**config.mk**
```make
export PLATFORM = sky130hd
export DESIGN_NAME = bp_sat_counter_table
export DESIGN_NICKNAME = d
export VERILOG_FILES = /design/src/rtl/bp_sat_counter_table.sv
export SDC_FILE = /design/constraint.sdc
export NUM_CORES = 1
export LEC_CHECK = 0
export CORE_UTILIZATION = 35
export DETAILED_ROUTE_END_ITERATION = 6
export PLACE_DENSITY = 0.61
export SYNTH_ARGS = -nofsm -noshare
export SYNTH_HDL_FRONTEND = slang
export SYNTH_SLANG_ARGS = --single-unit
```
**constraint.sdc**
```tcl
create_clock -name clk -period 6.4 [get_ports clk]
set_clock_uncertainty 0.1 [all_clocks]
set_input_delay 1.92 -clock clk [delete_from_list [all_inputs] [get_ports clk]]
set_output_delay 1.92 -clock clk [all_outputs]
set_load 0.02 [all_outputs]
```
**src/rtl/bp_sat_counter_table.sv**
```systemverilog
// -----------------------------------------------------------------------------
// bp_sat_counter_table
//
// Bimodal branch predictor: a table of 2**IDX_W saturating counters, CTR_W bits
// each, indexed by fetch-PC bits. The fetch side issues lookups and receives a
// registered taken/not-taken prediction one cycle later, together with the
// table index that was used. Branch resolution in execute hands that index
// back with the actual outcome, and the selected counter moves one step toward
// that outcome, saturating at both ends. A saturating statistics counter
// counts mispredicted updates.
//
// Optional feature (compile-time macro BP_GSHARE_HIST_EN):
//   When defined, an IDX_W-bit global history register (GHR) of resolved
//   outcomes is XORed into the lookup index (gshare hashing). Update indices
//   are always used exactly as supplied. When undefined, no history logic
//   exists and the index is the PC bits alone.
//
// Parameters
//   PC_W       fetch/branch PC width
//   PC_LSB     lowest PC bit used for indexing (skips the byte offset)
//   IDX_W      index width; table depth is 2**IDX_W
//   CTR_W      counter width (>= 1); prediction is the counter MSB
//   RESET_CTR  counter value after reset (default: strongly taken)
//   CNT_W      mispredict statistics counter width
//
// Ports
//   clk           clock, all state changes on the rising edge
//   rst           asynchronous, active-high reset
//   en            enables table/history updates and statistics counting;
//                 lookups are served regardless
//   lookup_valid  lookup request this cycle
//   lookup_pc     PC of the branch being predicted
//   pred_valid    prediction valid, one cycle after lookup_valid
//   pred_taken    predicted direction, 1 = taken
//   pred_idx      table index used; returned later on upd_idx
//   upd_valid     resolved-branch update this cycle
//   upd_idx       index captured from pred_idx at prediction time
//   upd_taken     actual outcome, 1 = taken
//   upd_pred      direction that was predicted for this branch
//   cnt_clr       synchronous clear of mispred_cnt (wins over increment)
//   mispred_cnt   saturating count of mispredicted updates
// -----------------------------------------------------------------------------
module bp_sat_counter_table #(
  parameter int PC_W      = 32,
  parameter int PC_LSB    = 2,
  parameter int IDX_W     = 6,
  parameter int CTR_W     = 2,
  parameter int RESET_CTR = (1 << CTR_W) - 1,
  parameter int CNT_W     = 16
) (
  input  logic             clk,
  input  logic             rst,
  input  logic             en,
  input  logic             lookup_valid,
  input  logic [PC_W-1:0]  lookup_pc,
  output logic             pred_valid,
  output logic             pred_taken,
  output logic [IDX_W-1:0] pred_idx,
  input  logic             upd_valid,
  input  logic [IDX_W-1:0] upd_idx,
  input  logic             upd_taken,
  input  logic             upd_pred,
  input  logic             cnt_clr,
  output logic [CNT_W-1:0] mispred_cnt
);

  localparam int              DEPTH    = 1 << IDX_W;
  localparam logic [CTR_W-1:0] CTR_MAX  = {CTR_W{1'b1}};
  localparam logic [CTR_W-1:0] CTR_INIT = CTR_W'(RESET_CTR);
  localparam logic [CNT_W-1:0] CNT_MAX  = {CNT_W{1'b1}};

  // ---------------------------------------------------------------------------
  // State
  // ---------------------------------------------------------------------------
  logic [CTR_W-1:0] ctr_q [DEPTH];

  // ---------------------------------------------------------------------------
  // Update side: a single port, so at most one counter changes per cycle.
  // ---------------------------------------------------------------------------
  logic             upd_fire;
  logic             mispredict;
  logic [CTR_W-1:0] upd_cur;
  logic [CTR_W-1:0] upd_next;

  assign upd_fire   = upd_valid & en;
  assign mispredict = upd_fire & (upd_pred ^ upd_taken);

  // Saturating step toward the resolved outcome; the explicit end checks
  // keep the counter from wrapping in either direction.
  // NOTE: every always_comb output gets a default before any branch so no
  // path leaves it unassigned, which would otherwise infer a latch.
  always_comb begin
    upd_cur  = ctr_q[upd_idx];
    upd_next = upd_cur;
    if (upd_taken) begin
      if (upd_cur != CTR_MAX) upd_next = upd_cur + CTR_W'(1);
    end else begin
      if (upd_cur != '0) upd_next = upd_cur - CTR_W'(1);
    end
  end

  // ---------------------------------------------------------------------------
  // Lookup index
  // ---------------------------------------------------------------------------
  logic [IDX_W-1:0] pc_idx;
  logic [IDX_W-1:0] lidx;

  assign pc_idx = lookup_pc[PC_LSB+IDX_W-1:PC_LSB];

`ifdef BP_GSHARE_HIST_EN
  // Global history of resolved outcomes, newest in bit 0. A lookup in the
  // same cycle as an update hashes with the pre-shift value because lidx is
  // taken from the register output.
  logic [IDX_W-1:0] ghr_q;

  always_ff @(posedge clk or posedge rst) begin
    if (rst) begin
      ghr_q <= '0;
    end else if (upd_fire) begin
      ghr_q <= IDX_W'({ghr_q, upd_taken});
    end
  end

  assign lidx = pc_idx ^ ghr_q;
`else
  assign lidx = pc_idx;
`endif

  // Only the index bits of lookup_pc matter; fold the rest into a sink so
  // the deliberate non-use is visible.
  logic unused_pc;
  assign unused_pc = ^lookup_pc;

  // ---------------------------------------------------------------------------
  // Write-to-read bypass: a lookup that hits the counter being updated this
  // cycle sees the post-update value, so the prediction is never one update
  // stale.
  // ---------------------------------------------------------------------------
  logic             bypass_hit;
  logic [CTR_W-1:0] lookup_ctr;

  assign bypass_hit = upd_fire && (upd_idx == lidx);
  assign lookup_ctr = bypass_hit ? upd_next : ctr_q[lidx];

  // ---------------------------------------------------------------------------
  // Counter table
  // ---------------------------------------------------------------------------
  // NOTE: the table is inside the asynchronous reset because every counter
  // must read RESET_CTR the moment reset asserts; this maps it to flops
  // rather than a RAM macro, which cannot be reset in one step.
  always_ff @(posedge clk or posedge rst) begin
    if (rst) begin
      for (int i = 0; i < DEPTH; i++) ctr_q[i] <= CTR_INIT;
    end else if (upd_fire) begin
      ctr_q[upd_idx] <= upd_next;
    end
  end

  // ---------------------------------------------------------------------------
  // Prediction register. Direction and index hold when no lookup arrives;
  // only the valid flag drops.
  // ---------------------------------------------------------------------------
  // NOTE: sequential state uses non-blocking assignments so every register
  // samples pre-edge values regardless of process ordering.
  always_ff @(posedge clk or posedge rst) begin
    if (rst) begin
      pred_valid <= 1'b0;
      pred_taken <= 1'b0;
      pred_idx   <= '0;
    end else begin
      pred_valid <= lookup_valid;
      if (lookup_valid) begin
        pred_taken <= lookup_ctr[CTR_W-1];
        pred_idx   <= lidx;
      end
    end
  end

  // ---------------------------------------------------------------------------
  // Mispredict statistics: clear wins over increment, holds at all-ones.
  // ---------------------------------------------------------------------------
  always_ff @(posedge clk or posedge rst) begin
    if (rst) begin
      mispred_cnt <= '0;
    end else if (cnt_clr) begin
      mispred_cnt <= '0;
    end else if (mispredict && (mispred_cnt != CNT_MAX)) begin
      mispred_cnt <= mispred_cnt + CNT_W'(1);
    end
  end

endmodule

```
==> results.json <==
{
  "worst_setup_path_start_kind": "primary input",
  "post_cts_resized": 0,
  "maximum_capacitance_violations": 0,
  "drc": 0,
  "finalHoldViolations": 0,
  "worst_setup_hold_path_clk_slew_ns": 0.06,
  "worstSkewPairLatency_ns": 0.43,
  "worst_hold_slack_ns": 0.4086,
  "grt_start_max_net_pins": 104,
  "cell_type_group_with_the_largest_total_delay_on_the_critical_path": "buffers and inverters",
  "worst_path_largest_cell_delay_ns": 0.75,
  "postSynth.topFlopCell": "sky130_fd_sc_hd__dfstp_2",
  "achievable-frequency_mhz": 196.5,
  "detail_route.iter0.violations": 446,
  "mappedNetlistNets": 678,
  "critical_path_cell_count": 9,
  "initial_core_utilization_pct": 35.72,
  "combinationalPowerShare_pct": 10.8,
  "outcome": "finished, final reports clean",
  "drtPass1Iterations": 5,
  "timing_worst_setup_path_type": "in -> reg",
  "final.setup.tns_ns": 0,
  "cellLeakagePower_nw": 3.528,
  "crit_slowest_cell": "sky130_fd_sc_hd__buf_2",
  "area.growth.synth_to_final_pct": 15.14,
  "final_core_util_pct": 41.14,
  "finalSetupViolations": 0,
  "antenna_violations_before_repair": 0,
  "fillers": 2116,
  "final.setup.worst_slack_ns": 1.310,
  "multi_input_comb_area_um2": 3936,
  "report.final.slew_viol_count": 0,
  "worstHoldPathType": "reg -> reg",
  "routabilityCongestion": 0.8208,
  "grt_pass1_wl_um": 32400,
  "synth_seq_cells": 152,
  "power.clock.fraction_pct": 42.4,
  "power.density_cell_area_nw_per_um2": 246.4,
  "routed_via_density": 5.543,
  "whs_path_depth": 1,
  "net-switching-power_uw": 553.5,
  "cp_cell_sequence": "buf_2, buf_4, nor2b_1, a2bb2oi_1, a22oi_1, o2111ai_1, or3_4, maj3_2, a221o_1",
  "rsz0062_at_grt": "no",
  "routedWlPerCell_um": 21.12,
  "pin_count": 70,
  "critical_path_arrival_ns": 5.30,
  "die_w_um": 154.2,
  "endpoint_kind": "flip-flop",
  "finalNetCount": 709,
  "drive_gt1_share_pct": 52.15,
  "floorplan.die_area_um2": 23790,
  "internal_power_mw": 1.748,
  "antennaDiodeCount": 0,
  "cts_tree": "yes",
  "htree_num_levels": 4,
  "dp_hpwl_um": 13370,
  "tritoncts_num_sinks": 152,
  "ys_warn_count": 0,
  "port_buffers": 43,
  "rows": 55,
  "layout_worst_path_cycle_share_pct": 79.53,
  "slew_headroom_pct": 18.13,
  "route.final.wire_length_um": 20240,
  "syn_avg_cell_area_um2": 12.86,
  "netSwitchingFraction_pct": 24.05,
  "timing.final.crit_period_ns": 5.090,
  "cts_post_setup_buffers_inserted": 0,
  "grt_pass1_vias": 5588,
  "synth.distinct_cells": 48,
  "route.vias.total": 5310,
  "required_time_reported_for_the_critical_path_endpoint_ns": 6.61,
  "worst_slack_after_detailed_placement_ns": 0.8622,
  "placeableCoreArea_um2": 22710,
  "die_height_um": 154.2,
  "timing.critical_path.fanout_max": 65,
  "worst_tran_pin_value_ns": 1.224,
  "critical_path_buf_inv_count": 2,
  "post_synth_instance_area_um2": 8113,
  "synth.yosys.seq_area_share_pct": 48.86,
  "final_antenna_net_count": 0,
  "grt_overflow": 0,
  "cts_hold_buffers": 0,
  "syn_inst": 631,
  "edff_count_synth": 0,
  "power.sequential.fraction_pct": 46.8,
  "ir_worst_vdd_mv": 0.1443,
  "seqCellArea_um2": 3964,
  "cts-root-buf": "sky130_fd_sc_hd__clkbuf_16",
  "clockBufferDepth": 2,
  "grt_util_all_layers_pct": 17.91,
  "cts_inserted_buffers": 17,
  "fin_total_pwr_mw": 2.302,
  "r2r.worst_path.cells": 7,
  "asyncSetResetFlopFracSynth_pct": 100.0
}
worst paths after layout:
check                            endpoint         from  slack [ns]
min                           pred_idx[0]  pred_idx[0]        0.41
max                            pred_taken   upd_idx[2]        1.31
min in group asynchronous  mispred_cnt[0]          rst        1.99
max reg2reg                    pred_taken    ctr_q[83]        3.30
max in group asynchronous       ctr_q[52]          rst        3.00
min reg2reg                   pred_idx[0]  pred_idx[0]        0.41
layer usage:
metal,wire [µm],up-vias,share of wire [%],track usage (%)
li1,-,2361,-,-
met2,10110,138,50,30.06
met3,896,31,4.4,3.699
met5,0,-,0,0
met1,8841,2780,44,23.00
met4,388,0,1.9,6.143
state kept, by name, indices dropped and copies added, names as in the netlist:
signal and flops:
pred_valid 1, pred_taken 1, ctr_q 128, mispred_cnt 16, pred_idx 6
cell usage after synthesis, drive strengths merged (2+ instances only):
| library cell | number | area share [%] |
|---|---|---|
| mux2 | 141 | 20 |
| dfstp | 128 | 41 |
| nor2 | 84 | 3.9 |
| mux4 | 37 | 10 |
| nand2 | 34 | 1.6 |
| dfrtp | 24 | 7.4 |
| mux2i | 24 | 3.0 |
| buf | 22 | 1.6 |
| clkbuf | 17 | 0.79 |
| xor2 | 11 | 1.2 |
| nand3 | 10 | 0.62 |
| xnor2 | 10 | 1.1 |
| nand4 | 7 | 0.54 |
| inv | 6 | 0.28 |
| nor3 | 6 | 0.37 |
| a21oi | 5 | 0.31 |
| and2 | 5 | 0.39 |
| o22ai | 5 | 0.39 |
| a221oi | 4 | 0.43 |
| and3 | 4 | 0.31 |
| nand3b | 4 | 0.37 |
| nor3b | 4 | 0.37 |
| o21ai | 4 | 0.25 |
| a22oi | 3 | 0.34 |
| nand2b | 3 | 0.23 |
| nor2b | 3 | 0.23 |
| or3 | 3 | 0.29 |
| a211oi | 2 | 0.19 |
| a22o | 2 | 0.22 |
| a32o | 2 | 0.25 |
| maj3 | 2 | 0.28 |
| nor4 | 2 | 0.15 |
| o22a | 2 | 0.22 |
| o2bb2ai | 2 | 0.22 |
area by class of cell:
class | count | area share [%]
Clock buffer | 23 | 5.009
Tap cell | 285 | 3.817
Timing Repair Buffer | 51 | 5.277
Sequential cell | 152 | 42.43
Clock inverter | 7 | 1.031
Inverter | 6 | 0.2947
Multi-Input combinational cell | 434 | 42.14
power groups by stage:
| stage | registers, mW | logic, mW | clock network (mW) |
|---|---|---|---|
| floorplan | 1.09 | 0.170 | 0 |
| global placement | 1.09 | 0.244 | 0 |
| detailed placement | 1.09 | 0.250 | 0 |
| CTS | 1.08 | 0.251 | 0.997 |
| global route | 1.08 | 0.267 | 1.04 |
| finish | 1.08 | 0.248 | 0.977 |
metrics by stage:
| stage | instances | area [µm²] |
|---|---|---|
| 3_3_place_gp | 928 | 8777 |
| 2_1_floorplan | 631 | 8113 |
| 6_report | 958 | 9341 |
| 3_5_place_dp | 928 | 8777 |
| 5_1_grt | 958 | 9341 |
| 4_1_cts | 958 | 9341 |
worst reg2reg max path: cells and delay by family (launching register included):
family	cells	cell delay (ns)
AOI/OAI and AO/OA	3	0.86
adders and majority gates	1	0.72
DFF	1	0.38
muxes	1	0.47
and+or+nand+nor	2	0.46
cells in the final DEF (no fill, tap or decap), types with 3 or more instances in the layout:
master	n
sky130_fd_sc_hd__clkbuf_16	17
sky130_fd_sc_hd__nand4_1	7
sky130_fd_sc_hd__dfrtp_1	24
sky130_fd_sc_hd__mux2i_1	24
sky130_fd_sc_hd__clkdlybuf4s50_1	41
sky130_fd_sc_hd__a21oi_1	5
sky130_fd_sc_hd__and3_1	4
sky130_fd_sc_hd__dfstp_2	128
sky130_fd_sc_hd__mux2_2	141
sky130_fd_sc_hd__nand3_1	10
sky130_fd_sc_hd__nand2b_1	3
sky130_fd_sc_hd__o21ai_0	4
sky130_fd_sc_hd__nand3b_1	4
sky130_fd_sc_hd__nor2_1	84
sky130_fd_sc_hd__xor2_1	11
sky130_fd_sc_hd__clkinvlp_4	3
sky130_fd_sc_hd__a221oi_1	4
sky130_fd_sc_hd__and2_1	5
sky130_fd_sc_hd__inv_1	4
sky130_fd_sc_hd__o22ai_1	5
sky130_fd_sc_hd__nor2b_1	3
sky130_fd_sc_hd__nor3b_1	4
sky130_fd_sc_hd__nor3_1	6
sky130_fd_sc_hd__clkbuf_1	4
sky130_fd_sc_hd__xnor2_1	10
sky130_fd_sc_hd__buf_4	7
sky130_fd_sc_hd__mux4_2	37
sky130_fd_sc_hd__nand2_1	34
logic make-up (layout without fill, tap and decap cells):
logic type      Yosys count  count (layout)  synth area share [%]
flops                   152             152                 48.86
buf+inv                  45              87                 2.622
fa+ha+maj                 3               3                0.4318
simple gates            172             172                 9.639
xor+xnor                 21              21                 2.267
compound gates           36              36                 3.378
mux                     202             202                 32.80
Note: power is estimated with default switching activity, not from simulation.
==> edit 1, RTL diff (same settings) <==
Add a define of `BP_GSHARE_HIST_EN`.
--- a/src/rtl/bp_sat_counter_table.sv
+++ b/src/rtl/bp_sat_counter_table.sv
@@ -40,6 +40,8 @@
 //   cnt_clr       synchronous clear of mispred_cnt (wins over increment)
 //   mispred_cnt   saturating count of mispredicted updates
 // -----------------------------------------------------------------------------
+`define BP_GSHARE_HIST_EN
+
 module bp_sat_counter_table #(
   parameter int PC_W      = 32,
   parameter int PC_LSB    = 2,
Check against the original RTL: not equivalent (Yosys sat finds a counterexample within 4 cycles, from zero or initial values and one cycle with rst high).
==> edit 1 against the original RTL <==
The flow now finishes with violations (DRC); final cell count up 18%; core utilization about the same; critical endpoint is now ctr_q[14]; synthesized area up 3.3%; maximum frequency down 4.2%; worst setup slack worse by 0.22 ns; design area up 3.4%; non-clock buffer count up 5; wire length up 5.8%; worst hold slack worse by 0.029 ns; sequential cell count up 6.
Power is not compared: it rests on default switching activity, and its combinational part moved more than twofold at a synthesized area within 25%.
==> edit 1: results (changes against the original RTL) <==
[layout]
nFillCells=2194  ; was 2116
layout-drive-gt1-share=0.356  ; was 0.522
finalNonFillerCells=1134  ; was 958
nets=849  ; was 709
top_regs=ctr_q x128, mispred_cnt x16  ; was ctr_q x128, mispred_cnt x16, pred_idx x6

[worst_setup_path]
cp.arrival_ns=5.58  ; was 5.30 ns
crit_fanout=64  ; was 65
critPathMaxStageDelay_ns=0.81  ; was 0.75 ns
cp_slowest_cell=clkdlybuf4s50_1  ; was buf_2

[routing]
drtIter0Drc=492  ; was 446
num_vias=6093  ; was 5310
drt_first_pass_iters=7  ; was 5
remaining_drc_errors=9  ; was 0
routedWlPerCell_um=18.9  ; was 21.1 um

[sta]
relSlewSlack=0.381  ; was 0.181

[place]
dpl-instance-area_um2=9060  ; was 8780 um^2
hpwl_um=14100  ; was 13400 um
gp_congestion=0.892  ; was 0.821
place_worst_setup_slack_ns=0.650  ; was 0.862 ns
portBuffers=43  ; unchanged

[synth]
synth-main-ff-cell=dfstp_2  ; unchanged
synth.distinct_cells=57  ; was 48
yosysSeqAreaShare=0.491  ; was 0.489
yosys-top-cells-area=dfstp_2 40%, mux2_2 10%, dfrtp_1 9.0%, mux4_2 7.8%, nor2_1 7.3%  ; was dfstp_2 41%, mux2_2 20%, mux4_2 10%, dfrtp_1 7.4%, nor2_1 3.9%
synth_nets=818  ; was 678
avgSynthCellArea_um2=10.9  ; was 12.9 um^2
synthTopCellsByCount=163 x nor2_1, 128 x dfstp_2, 76 x mux2_2  ; was 141 x mux2_2, 128 x dfstp_2, 84 x nor2_1

[global_routing]
track_usage=0.183  ; was 0.179
antenna_found_initial=1  ; was 0
grt_first_pass_wirelength_um=34000  ; was 32400 um
grt_pass1_vias=5973  ; was 5588

[outcome]
status=complete, but fails checks  ; was finished clean
failed_checks=DRC

[clocking]
cts_max_level=4  ; unchanged

==> edit 1: cell count changes in the layout (fill, tap and decap cells not counted), sizes merged, moves of 6 or more <==
cell	change
xnor2	+8
mux2	-65
o21ai	+11
mux4	-8
nor2b	+6
nor2	+79
dfrtp	+6
a21oi	+67
inv	+6
nand2	+17
==> edit 1: layout make-up <==
cell class	count	area (um^2)	share of cell area
Inverter	11	46.3	0.00479
Multi-Input combinational cell	558	3980	0.412
Sequential cell	158	4110	0.426
Clock buffer	24	503	0.0521
Clock inverter	8	103	0.0106
Timing Repair Buffer	56	518	0.0536
Tap cell	319	399	0.0413
==> edit 1: through the flow <==
stage               hold slack (ns)  total power, mW
CTS                           0.377             2.93
global placement              0.364             1.87
detailed placement            0.366             1.88
floorplan                     0.348             1.70
global route                  0.407             3.04
finish                        0.380             2.91
==> edit 1: worst paths after layout <==
| check | start | endpoint | slack, ns | cells past startpoint |
|---|---|---|---|---|
| max | upd_idx[0] | ctr_q[14] | 1.09 | 8 |
| min | ctr_q[31] | ctr_q[31] | 0.38 | 2 |
| max reg2reg | ghr_q[0] | pred_taken | 3.12 | 8 |
| min reg2reg | ctr_q[31] | ctr_q[31] | 0.38 | 2 |
| max in group asynchronous | rst | ctr_q[124] | 3.24 | 3 |
| min in group asynchronous | rst | ghr_q[0] | 1.92 | 2 |
==> edit 1: power by group <==
part	internal, mW	switching, mW	total, mW
Sequential	1.20	0.0924	1.29
Combinational	0.258	0.321	0.580
Clock	0.630	0.407	1.04
==> edit 1: cells by family after synthesis <==
| family | after synthesis | share of synthesized area |
|---|---|---|
| xor gates and xnor gates | 30 | 0.0314 |
| adders and majority gates | 3 | 0.00433 |
| buffers and inverters | 55 | 0.0363 |
| and+or+nand+nor | 274 | 0.142 |
| muxes | 124 | 0.203 |
| DFF | 158 | 0.491 |
| AOI/OAI and AO/OA | 127 | 0.0920 |
==> edit 1: worst max-delay path, delay by kind of cell <==
kind | cells | cell delay [ns]
and+or+nand+nor | 2 | 0.80
adders and majority gates | 1 | 0.71
AOI/OAI and AO/OA | 1 | 0.30
muxes | 2 | 0.66
buffers and inverters | 2 | 1.16
==> edit 1: metal layers <==
layer | global-route usage | share of wire
met2 | 0.292 | 0.47
met3 | 0.0299 | 0.056
met5 | 0 | 0.00047
met4 | 0.0770 | 0.023
met1 | 0.247 | 0.45
==> edit 2, RTL diff (same settings) <==
Without the edit above. Register the output `mispred_cnt` once more, cleared by the reset; this adds one clock of latency there. The other outputs are not delayed to match.
--- a/src/rtl/bp_sat_counter_table.sv
+++ b/src/rtl/bp_sat_counter_table.sv
@@ -69,6 +69,8 @@
   localparam logic [CTR_W-1:0] CTR_INIT = CTR_W'(RESET_CTR);
   localparam logic [CNT_W-1:0] CNT_MAX  = {CNT_W{1'b1}};
 
+  logic [CNT_W-1:0] mispred_cnt_s0;
+
   // ---------------------------------------------------------------------------
   // State
   // ---------------------------------------------------------------------------
@@ -181,11 +183,19 @@
   // ---------------------------------------------------------------------------
   always_ff @(posedge clk or posedge rst) begin
     if (rst) begin
+      mispred_cnt_s0 <= '0;
+    end else if (cnt_clr) begin
+      mispred_cnt_s0 <= '0;
+    end else if (mispredict && (mispred_cnt_s0 != CNT_MAX)) begin
+      mispred_cnt_s0 <= mispred_cnt_s0 + CNT_W'(1);
+    end
+  end
+
+  always_ff @(posedge clk or posedge rst) begin
+    if (rst) begin
       mispred_cnt <= '0;
-    end else if (cnt_clr) begin
-      mispred_cnt <= '0;
-    end else if (mispredict && (mispred_cnt != CNT_MAX)) begin
-      mispred_cnt <= mispred_cnt + CNT_W'(1);
+    end else begin
+      mispred_cnt <= mispred_cnt_s0;
     end
   end
 
Check against the original RTL: not equivalent (a bounded check fails within 4 cycles, from zero or initial values and one cycle with rst high).
==> edit 2 against the original RTL <==
Count of clock-buffer cells in the layout down 5; die area rose by 6.0%; critical endpoint is now ctr_q[5]; final cell count grew 8.4%; wire length is 4.0% higher; highest routed layer unchanged; power grew 9.9%; sequential power rose by 9%; sequential cell count up 16; largest cell class unchanged; design area rose by 6.5%; synthesized cell count increased by 5.9%; synthesized area increased by 6.0%; maximum frequency fell by 6.5%; worst setup slack worse by 0.35 ns.
==> edit 2: results (changes against the original RTL) <==
[worst_setup_path]
crit_fanout=38  ; was 65
r2r_setup_slack_ns=3.41  ; was 3.30 ns
cp.arrival_ns=5.70  ; was 5.30 ns
cp_slowest_cell=clkdlybuf4s50_1  ; was buf_2
r2r-start=ctr_q[80]  ; was ctr_q[83]
critPathMaxStageDelay_ns=0.92  ; was 0.75 ns
r2r_cells=8  ; was 7
critPathCapture=ctr_q[5]  ; was pred_taken

[layout]
layout-drive-gt1-share=0.497  ; was 0.522
seqCellArea_um2=4360  ; was 3960 um^2
nFillCells=2309  ; was 2116
nets=748  ; was 709
top_regs=ctr_q x128, mispred_cnt x16, mispred_cnt_s0 x16  ; was ctr_q x128, mispred_cnt x16, pred_idx x6

[outcome]
status=finished clean  ; unchanged

[place]
place_worst_setup_slack_ns=0.590  ; was 0.862 ns
hpwl_um=13700  ; was 13400 um
dpl-instance-area_um2=9310  ; was 8780 um^2
gp_congestion=0.828  ; was 0.821

[routing]
drtIter0Drc=417  ; was 446
routedWlPerCell_um=20.3  ; was 21.1 um

[synth]
yosys-top-cells-area=dfstp_2 39%, mux2_2 18%, dfrtp_1 12%, mux4_2 8.1%, nor2_1 3.4%  ; was dfstp_2 41%, mux2_2 20%, mux4_2 10%, dfrtp_1 7.4%, nor2_1 3.9%
avgSynthCellArea_um2=12.9  ; about the same
synthTopCellsByCount=141 x mux2_2, 128 x dfstp_2, 78 x nor2_1  ; was 141 x mux2_2, 128 x dfstp_2, 84 x nor2_1
synth_compound_area_frac=0.0439  ; was 0.0338
synth.distinct_cells=54  ; was 48
yosysSeqAreaShare=0.507  ; was 0.489
synth_fa_ha_area_frac=0.00407  ; was 0.00432
synth-xor-area-share=0.0204  ; was 0.0227
synth_nets=715  ; was 678

[worst_hold_path]
worstHoldStart=mispred_cnt_s0[7]  ; was pred_idx[0]
whs_path_depth=0  ; was 1

[global_routing]
grt_max_degree=113  ; was 104
track_usage=0.175  ; was 0.179
grt_first_pass_wirelength_um=33600  ; was 32400 um

[pwr]
leakage_nw=3.89  ; was 3.53 nW

[sta]
relSlewSlack=0.230  ; was 0.181
fmax_ghz=0.184  ; was 0.196 GHz
whs_ns=0.329  ; was 0.409 ns

[clocking]
clk_pin_slew_worst_paths_ns=0.08  ; was 0.06 ns

==> edit 2: cell count changes in the layout (fill, tap and decap cells not counted), moves of 5 or more <==
cell	delta
nor2b_1	+5
nor2_1	-6
buf_4	+6
mux4_2	-6
dfrtp_1	+16
o21ai_0	+5
mux2i_1	+5
inv_8	+5
==> edit 2: metal layers <==
| layer | track usage | vias up | part of all wire |
|---|---|---|---|
| met1 | 0.234 | 2771 | 0.46 |
| li1 | - | 2489 | - |
| met2 | 0.285 | 130 | 0.48 |
| met3 | 0.0366 | 15 | 0.045 |
| met4 | 0.0503 | 0 | 0.010 |
| met5 | 0 | - | 0 |
==> edit 2: power breakdown <==
part	switching (mW)	internal (mW)
sequential	0.0272	1.15
combinational	0.143	0.111
clock	0.486	0.613
==> edit 2: area by class of cell <==
cell class | count | share of cell area
sequential | 168 | 0.439
multi-input combinational | 448 | 0.398
timing repair buffer | 57 | 0.0541
clock buffer | 18 | 0.0441
tap | 324 | 0.0407
clock inverter | 14 | 0.0201
inverter | 9 | 0.00390
